### config.mk
export PLATFORM = sky130hd
export DESIGN_NAME = record_packer
export DESIGN_NICKNAME = d
export VERILOG_FILES = /design/src/rtl/record_packer.sv
export SDC_FILE = /design/constraint.sdc
export NUM_CORES = 1
export LEC_CHECK = 0
export CAP_MARGIN = 20
export CORE_UTILIZATION = 30
export DETAILED_ROUTE_END_ITERATION = 10
export PLACE_DENSITY_LB_ADDON = 0.2
export SETUP_SLACK_MARGIN = 0.4
export SLEW_MARGIN = 30
export SYNTH_ARGS = -nofsm -noshare
export SYNTH_HDL_FRONTEND = slang
export SYNTH_SLANG_ARGS = --single-unit
### constraint.sdc
create_clock -name clk -period 4.5 [get_ports clk]
set_input_delay 0.9 -clock clk [delete_from_list [all_inputs] [get_ports clk]]
set_output_delay 0.9 -clock clk [all_outputs]
set_load 0.005 [all_outputs]
### src/rtl/record_packer.sv
// record_packer: buffers 47-bit tagger records in a FIFO and streams each out
// as six LSB-first bytes, tagging records that follow a drop.
module record_packer #(
    parameter int DEPTH_LOG2 = 4
) (
    input  logic                  clk,
    input  logic                  reset,
    input  logic                  record_rdy,
    input  logic [46:0]           record,
    input  logic                  clear_lost,
    output logic [7:0]            out_data,
    output logic                  out_valid,
    input  logic                  out_ready,
    output logic [DEPTH_LOG2:0]   fifo_count,
    output logic [7:0]            lost_count,
    output logic                  lost_pending
);
    localparam int DEPTH = 1 << DEPTH_LOG2;
    typedef enum logic {IDLE, SEND} state_t;
    state_t state, state_next;
    logic [47:0] mem [DEPTH];
    logic [DEPTH_LOG2-1:0] wr_ptr, rd_ptr;
    logic [47:0] shreg;
    logic [2:0] idx;
    logic full, store, drop, pop, hs;

    // Full uses the count from the start of the cycle, so a same-cycle pop never frees a slot.
    assign full  = fifo_count == (DEPTH_LOG2+1)'(DEPTH);
    assign store = record_rdy && !full;
    assign drop  = record_rdy && full;
    assign pop   = state == IDLE && fifo_count != '0;
    assign hs    = out_valid && out_ready;

    always_ff @(posedge clk)
        state <= reset ? IDLE : state_next;

    always_comb
        state_next = (state == IDLE) ? (pop ? SEND : IDLE) : ((hs && idx == 3'd5) ? IDLE : SEND);

    always_comb begin
        out_valid = state == SEND;
        out_data  = out_valid ? shreg[7:0] : 8'd0;
    end

    always_ff @(posedge clk)
        if (store && !reset) mem[wr_ptr] <= {lost_pending, record};

    always_ff @(posedge clk) begin
        if (reset) begin
            wr_ptr       <= '0;
            rd_ptr       <= '0;
            fifo_count   <= '0;
            shreg        <= '0;
            idx          <= '0;
            lost_count   <= '0;
            lost_pending <= 1'b0;
        end else begin
            if (store) wr_ptr <= wr_ptr + 1'b1;
            if (pop) begin
                shreg  <= mem[rd_ptr];
                idx    <= '0;
                rd_ptr <= rd_ptr + 1'b1;
            end else if (hs) begin
                shreg <= shreg >> 8;
                idx   <= idx + 3'd1;
            end
            fifo_count   <= fifo_count + (DEPTH_LOG2+1)'(store) - (DEPTH_LOG2+1)'(pop);
            lost_count   <= clear_lost ? {7'd0, drop} : (drop && lost_count != 8'hFF) ? lost_count + 8'd1 : lost_count;
            lost_pending <= !clear_lost && (drop || (lost_pending && !store));
        end
    end
endmodule

# Word level (Yosys, flattened, before mapping)
# Memories as Yosys holds them, arrays and structs flattened. A register that Yosys moved wholly into a read port is not among the register bits.
# Cells that the tools add are included.
[classes] addsub=6 eq_ne=3 muxes=12 bitwise_logic=1 reduce_logical=19
[op_table] operator="$mux W48" n=2
[op_table] operator="$logic_and A1 B1 Y1" n=9
[op_table] operator="$add A4 B1 Y4 const B" n=2
[op_table] operator="$add A8 B1 Y8 const B" n=1
[op_table] operator="$mux W4" n=2
[op_table] operator="$mux W8" n=1
[op_table] operator="$ne A8 B8 Y1 const B" n=1
[op_table] operator="$mux W1" n=7
[op_table] operator="$add A5 B1 Y5" n=1
[op_table] operator="$eq A5 B5 Y1 const B" n=1
[op_table] operator="$reduce_bool A5 Y1" n=1
[op_table] operator="$sub A5 B1 Y5" n=1
[op_table] operator="$logic_not A1 Y1" n=4
[op_table] operator="$reduce_bool A2 Y1" n=2
[op_table] operator="$reduce_or A2 Y1" n=2
[op_table] operator="$add A3 B1 Y3 const B" n=1
[op_table] operator="$eq A3 B3 Y1 const B" n=1
[op_table] operator="$logic_or A1 B1 Y1" n=1
[op_table] operator="$not A1 Y1" n=1
[totals] reg_bits=74 ramBits=768 inputBits=52 out_inout_bits=23 wordCells=51 memories=1
[memory_table] name="mem" depth=16 word_bits=48 rd=1 rd_ports_with_merged_regs=1 write_ports=1 line="21" text="logic [47:0] mem [DEPTH];"

# Longest topological paths before layout
# Gate-level depths: netlist of the first run.
[depth] ltp_word=7 mapped_depth=15 depth_no_buf=13

# Worst setup path before layout of the first run
# Ideal clock, no wire load.
[synth_timing] path_type="input -> register" from="input port reset" to="memory mem[0][0], enable pin" setup_ps=454 arrival_time_ps=3483 setup_slack_ps=563 stages=3 path_buffers=1 path_cell_list="clkbuf_1 -> or3_1 -> nor2_1"
[synth_between] elab_chain_cells=4
[synth_lines] element="start, declared" line="7" text="input logic reset,"
[synth_lines] element="$logic_not A1 Y1" line="46" text="if (store && !reset) mem[wr_ptr] <= {lost_pending, record};"
[synth_lines] element="$logic_and A1 B1 Y1" line="46"
[synth_lines] element="$mux W1" line="46"
[synth_lines] element="$mux W1 (not written as such)" line="46"
[synth_lines] element="end, declared" line="21"
# No other way between the ends.

# Worst setup path in the final report of the first run
[layout_timing] from="register fifo_count[3]" to="register fifo_count[4]"
[layout_rtl] element="start, declared" line="14" text="output logic [DEPTH_LOG2:0] fifo_count,"
[layout_rtl] element="start signal, assigned" line="67" text="fifo_count <= fifo_count + (DEPTH_LOG2+1)'(store) - (DEPTH_LOG2+1)'(pop);"
[layout_rtl] element="$reduce_bool A5 Y1" line="31" text="assign pop = state == IDLE && fifo_count != '0;"
[layout_rtl] element="$logic_and A1 B1 Y1" line="31"
[layout_rtl] element="net pop" line="25" text="logic full, store, drop, pop, hs;"
[layout_rtl] element="$sub A5 B1 Y5" line="67"
# The timed path passes the listed nets, and every way through them passes these cells.
# A chain may end at the register's enable or synchronous reset.

==> results of run 1 <==
## kinds of logic (layout without fill, tap and decap cells)
family                     after synthesis  after routing
buffers and inverters                  109            310
adders and majority gates               15             15
DFF                                    846            846
muxes                                  297            297
AOI/OAI and AO/OA                      205            205
and+or+nand+nor                        185            185
xor gates and xnor gates                11             11
## final timing paths
| check | startpoint | end | slack, ns | cells past startpoint |
|---|---|---|---|---|
| worst max-delay path | fifo_count[3]$_SDFF_PP0_ | fifo_count[4]$_SDFF_PP0_ | 1.17 | 13 |
| worst min-delay path | shreg[45]$_SDFFE_PP0P_ | shreg[45]$_SDFFE_PP0P_ | 0.47 | 1 |
| worst max register to register | fifo_count[3]$_SDFF_PP0_ | fifo_count[4]$_SDFF_PP0_ | 1.17 | 13 |
| worst min register to register | shreg[45]$_SDFFE_PP0P_ | shreg[45]$_SDFFE_PP0P_ | 0.47 | 1 |
## metrics by stage
step	hold WS [ns]	setup slack (ns)	area, sq um	cells
5_1_grt	0.4936	0.9083	38210	3272
3_5_place_dp	0.4565	0.8693	35300	3102
3_3_place_gp	0.4473	0.8248	35300	3102
4_1_cts	0.4703	1.136	38210	3272
2_1_floorplan	0.4266	0.5629	32650	1668
6_report	0.4744	1.173	38210	3272
## sequential cells by signal, indices dropped and copies added (netlist names), named ones only
name and flops:
fifo_count 5, wr_ptr 4, mem 768, out_valid 1, lost_pending 1, lost_count 8
rd_ptr 4, idx 3, shreg 48
## cell usage in the layout (no fill, tap or decap), types with 11 or more instances in the layout
master,count
and3_1,11
buf_4,38
nor2_1,29
mux2i_1,167
a2111oi_2,22
inv_1,14
edfxtp_1,768
buf_12,13
clkbuf_16,96
o22ai_1,42
nand2_1,37
a22oi_1,64
a21oi_1,42
clkinv_1,18
clkdlybuf4s50_1,73
nor4_1,14
dfxtp_1,74
nor2_4,16
ha_1,14
mux4_2,128
clkinv_2,27
nor3_1,17
clkbuf_1,18
## cell usage after synthesis, types with 17 or more instances
cell,n
buf_2,40
dfxtp_1,78
a2111oi_2,22
nand2_1,38
a22oi_1,64
clkbuf_1,25
a21oi_1,42
o22ai_1,42
nor3_1,17
edfxtp_1,768
mux4_2,128
nor2_1,46
mux2i_1,167
## per-layer routing
layer  global-route usage  vias to the layer above
li1                     -                     7132
met1               0.2164                     8793
met2               0.2486                      373
met3              0.02586                      103
met4              0.03566                        4
met5                    0                        -
## critical path: cells and delay by family (launching register included)
family | cells | cell delay, ns
and+or+nand+nor | 4 | 1.27
DFF | 1 | 0.33
adders and majority gates | 4 | 1.11
buffers and inverters | 3 | 0.21
AOI/OAI and AO/OA | 2 | 0.32
## report_power, final
group	internal, W	switching, W
clock network	0.00419	0.00307
logic	0.00136	0.00183
registers	0.00892	0.000408
## layout make-up
class | instances | area [sq um] | area share
Sequential cell | 846 | 24640 | 0.6448
Multi-Input combinational cell | 713 | 7571 | 0.1981
Clock buffer | 114 | 2470 | 0.06464
Tap cell | 1403 | 1755 | 0.04594
Timing Repair Buffer | 124 | 1276 | 0.03340
Clock inverter | 56 | 437.9 | 0.01146
Inverter | 16 | 60.06 | 0.001572
==> impl_metrics.env, run 1 <==
export IMPL_status="finished, final reports clean"
export IMPL_setup_violations=0
export IMPL_start_util=0.3037
export IMPL_met2_wirelength_um=40500
export IMPL_clock_root_buffer="clkbuf_16"
export IMPL_ys_warn_count=0
export IMPL_synthAdderAreaFrac=0.005978
export IMPL_rsz0062_at_grt="no"
export IMPL_syn_num_nets=1735
export IMPL_yosys_area_share_xor_xnor=0.002951
export IMPL_cts_tree="yes"
export IMPL_synth_edf_count=768
export IMPL_max_freq_ghz=0.3006
export IMPL_place_congestion=0.7790
export IMPL_fp_dieW_um=331.9
export IMPL_max_cap_viol_count=0
export IMPL_clockBufferDepth=3
export IMPL_grtUsageTotal=0.1539
export IMPL_slowest_stage="or4b_1"
export IMPL_synth_area_sq_mm=0.03265
export IMPL_worst_path_most_repeated_cell="ha_1"
export IMPL_met3_length_um=3581
export IMPL_insertion_delay_ns=0.65
export IMPL_route_vias_total=16410
export IMPL_synth_top_cell_area_share=0.7064
export IMPL_syn_instance_count=1668
export IMPL_synthMuxAreaShare=0.1402
export IMPL_post_route_util=0.3554
export IMPL_critical_path_arrival_ns=3.88
export IMPL_io_pins=75
export IMPL_postCtsHoldBufs=0
export IMPL_wl_met1_um=39600
export IMPL_cts_repair_resized=0
export IMPL_synth_seq_cells=846
export IMPL_synth_area_top_cells="edfxtp_1 71%, mux4_2 8.8%, mux2i_1 5.1%, dfxtp_1 4.8%, a22oi_1 1.5%"
export IMPL_fillerInstances=10010
export IMPL_worstSetupStartpointType="flop"
export IMPL_numClockSinks=846
export IMPL_period_minus_slack_ns=3.327
export IMPL_diodes=0
export IMPL_top_layer="met5"
export IMPL_synth_distinct_cells=54
export IMPL_cts_setup_buffers=0
export IMPL_p_per_area_mw_per_mm2=517.4
export IMPL_synthSimpleGateAreaFrac=0.03077
export IMPL_power_w=0.01977
export IMPL_grt_overflow_total=0
export IMPL_antenna_left=0
export IMPL_finalClockSkew_ns=0.02976
export IMPL_worst_setup_path_end_kind="flop"
export IMPL_wirelength_um=85240
export IMPL_die_area_sq_mm=0.1102
export IMPL_vias_per_cell=5.014
export IMPL_p_leak_nw=11.46
export IMPL_synth_top_family_by_area="multiplexers"
export IMPL_dp_hpwl_um=47490
export IMPL_grt_start_max_net_pins=100
export IMPL_wl_per_cell_um=26.05
export IMPL_synth_compound_area_frac=0.04794
export IMPL_hold_violations=0
export IMPL_slew_headroom=0.3655
export IMPL_synth_area_per_cell_sq_um=19.57
export IMPL_nets=1859
export IMPL_period_share=0.7393
export IMPL_rows=120
export IMPL_synthArstFlopShare=0
export IMPL_antenna_found_initial=5
export IMPL_ir_worst_vdd_v=0.0004620
export IMPL_critical_path_class="flop to flop"
export IMPL_grt_pass1_vias=17090
export IMPL_drive_gt1_frac=0.2044
export IMPL_dr_pass1_iters=7
export IMPL_crit_chain="inv_1 > ha_1 > or4b_1 > nand2_4 > inv_2 > ha_1 > inv_1 > ha_1 > fa_1 > a21oi_1 > nor2_1 > or3_1 > a21oi_1"
export IMPL_io_buffer_count=74
export IMPL_die_h_um=331.9
export IMPL_drt_iter0_drc=1324
export IMPL_seq_area_frac_synth=0.7542
export IMPL_syn2layout_area_growth_pct=17.03
export IMPL_max_stage_delay_ns=0.70
export IMPL_synth_top_cell_by_area="edfxtp_1"
export IMPL_path_max_fanout=9
export IMPL_htreeDepth=3
export IMPL_timing_setup_tns_ns=0
export IMPL_worstMarginPinSlew_ns=0.9517
export IMPL_cts_made_buffers=91
export IMPL_core_sq_mm=0.1075
export IMPL_hold_class="flop to flop"
export IMPL_drc_errors=0
export IMPL_slew_violations=0
export IMPL_path_clk_slew_ns=0.06
export IMPL_cp_required_ns=5.06
export IMPL_synthFlopType="edfxtp_1"
export IMPL_grt_pass1_wl_um=123200
Note: power is estimated with default switching activity, not from simulation.
==> run 2: changes to the inputs <==
clock period = 3.39 ns   (was 4.5 ns; I/O delays follow)
==> run 2 against run 1 <==
Effect of this change:
- worst hold slack got worse by 0.010 ns
- clock power is 43% higher
- final cell count grew 1.0%
- sequential share of layout area decreased by 1.0 points
- die area stayed put
- setup slack worse by 0.65 ns
- critical path type unchanged
- largest cell class unchanged
- highest routed layer unchanged
==> impl_metrics.env, run 2 (synthesis gave the netlist of run 1 again) <==
export IMPL_path_clk_slew_ns=0.06
export IMPL_grt_pass1_wl_um=122800
export IMPL_top_usage_layer="met2"
export IMPL_finalClockSkew_ns=0.02309
export IMPL_met1_usage=0.2100
export IMPL_wl_per_cell_um=25.63
export IMPL_worstMarginPinSlew_ns=1.009
export IMPL_p_leak_nw=11.74
export IMPL_htreeDepth=3
export IMPL_final_common_cell="edfxtp_1"
export IMPL_period_minus_slack_ns=2.869
export IMPL_max_freq_ghz=0.3486
export IMPL_reg_largest_list="mem: 768 flops, shreg: 48 flops, lost_count: 8 flops"
export IMPL_p_per_area_mw_per_mm2=702.8
export IMPL_io_pins=75
export IMPL_fin_ws_ns=0.5213
export IMPL_vias_per_cell=4.974
export IMPL_rows=120
export IMPL_fp_dieW_um=331.9
export IMPL_most_common_layout_cells="768 x edfxtp_1, 167 x mux2i_1, 128 x mux4_2"
export IMPL_syn2layout_area_growth_pct=18.97
export IMPL_insertion_delay_ns=0.65
export IMPL_dp_slack_ns=0.1730
export IMPL_hold_worst_slack_ns=0.4645
export IMPL_timing_setup_tns_ns=0
export IMPL_route_vias_total=16440
export IMPL_ir_worst_vdd_v=0.0003799
export IMPL_rsz0062_at_grt="no"
export IMPL_use_met3=0.03270
export IMPL_cp_required_ns=3.96
export IMPL_place_congestion=0.7490
export IMPL_drt_iter0_drc=1309
export IMPL_io_buffer_count=74
export IMPL_status="finished, final reports clean"
export IMPL_numClockSinks=846
export IMPL_clock_root_buffer="clkbuf_16"
export IMPL_period_share=0.8462
export IMPL_start_util=0.3037
export IMPL_die_area_sq_mm=0.1102
export IMPL_critical_path_arrival_ns=3.44
export IMPL_worst_setup_path_end_kind="flop"
export IMPL_grt_overflow_total=0
export IMPL_cts_tree="yes"
export IMPL_antenna_found_initial=8
export IMPL_dp_hpwl_um=48590
export IMPL_die_h_um=331.9
export IMPL_worstSetupStartpointType="flop"
export IMPL_slew_violations=0
export IMPL_cts_made_buffers=94
export IMPL_grtUsageMet2=0.2483
export IMPL_drc_errors=0
export IMPL_largest_reg_flops=768
export IMPL_path_max_fanout=7
export IMPL_dr_pass1_iters=5
export IMPL_nets=1886
export IMPL_wirelength_um=84690
export IMPL_grt_start_max_net_pins=68
export IMPL_core_sq_mm=0.1075
export IMPL_clockBufferDepth=3
export IMPL_postCtsHoldBufs=0
export IMPL_antenna_left=0
export IMPL_top_register="mem"
export IMPL_grt_pass1_vias=17140
export IMPL_drive_gt1_frac=0.2209
export IMPL_hold_violations=0
export IMPL_slew_headroom=0.3275
export IMPL_max_cap_viol_count=0
export IMPL_grtUsageTotal=0.1536
export IMPL_hold_class="flop to flop"
export IMPL_critical_path_class="flop to flop"
export IMPL_setup_violations=0
run 2: routing by layer:
metal | share of wire | wire (um)
met1 | 0.45 | 38040
met2 | 0.48 | 40320
met3 | 0.055 | 4687
met4 | 0.019 | 1598
met5 | 0.00059 | 50
run 2: worst paths after layout:
kind                            start                        to  slack, ns  cells after the start
max reg2reg  fifo_count[3]$_SDFF_PP0_  fifo_count[4]$_SDFF_PP0_       0.52                     13
min reg2reg    shreg[42]$_SDFFE_PP0P_    shreg[42]$_SDFFE_PP0P_       0.46                      1
max          fifo_count[3]$_SDFF_PP0_  fifo_count[4]$_SDFF_PP0_       0.52                     13
min            shreg[42]$_SDFFE_PP0P_    shreg[42]$_SDFFE_PP0P_       0.46                      1
run 2: cell type report:
type	instances	area (sq um)
inverter	16	62.56
tap	1403	1755
sequential	846	24640
clock buffer	121	2599
timing repair buffer	148	1582
antenna	1	2.502
fill	9933	68660
clock inverter	57	609.3
multi-input combinational	713	7591
run 2: power breakdown:
part | internal (W) | leakage (nW) | total [W] | switching [W]
logic | 0.00194 | 2.61 | 0.00448 | 0.00254
registers | 0.0118 | 7.57 | 0.0124 | 0.000539
clock network | 0.00633 | 1.56 | 0.0104 | 0.00411
run 2: worst max-delay path: stages (launching register included):
cell and delay (ns):
dfxtp_2 0.33, inv_2 0.08, ha_4 0.15, or4b_4 0.50, nand2_4 0.10, inv_4 0.06
ha_1 0.28, inv_1 0.04, ha_1 0.20, fa_2 0.38, a21oi_1 0.16, nor2_1 0.06
or3_1 0.35, a21oi_1 0.12
run 2: what timing repair did:
action,CTS,global route
pin swaps,1,4
setup endpoints to repair,1,1
buffers inserted,0,2
gates cloned,0,0
resized for setup,1,6
run 2: per-stage QoR:
| stage | cells | cell area (sq um) | util | total power [W] |
|---|---|---|---|---|
| floorplan | 1668 | 32720 | - | 0.01528 |
| global route | 3304 | 38840 | 0.3613 | 0.02831 |
| finish | 3305 | 38840 | 0.3613 | 0.02730 |
| global placement | 3124 | 35600 | 0.3311 | 0.01706 |
| detailed placement | 3124 | 35600 | 0.3311 | 0.01710 |
| CTS | 3302 | 38810 | 0.3610 | 0.02761 |
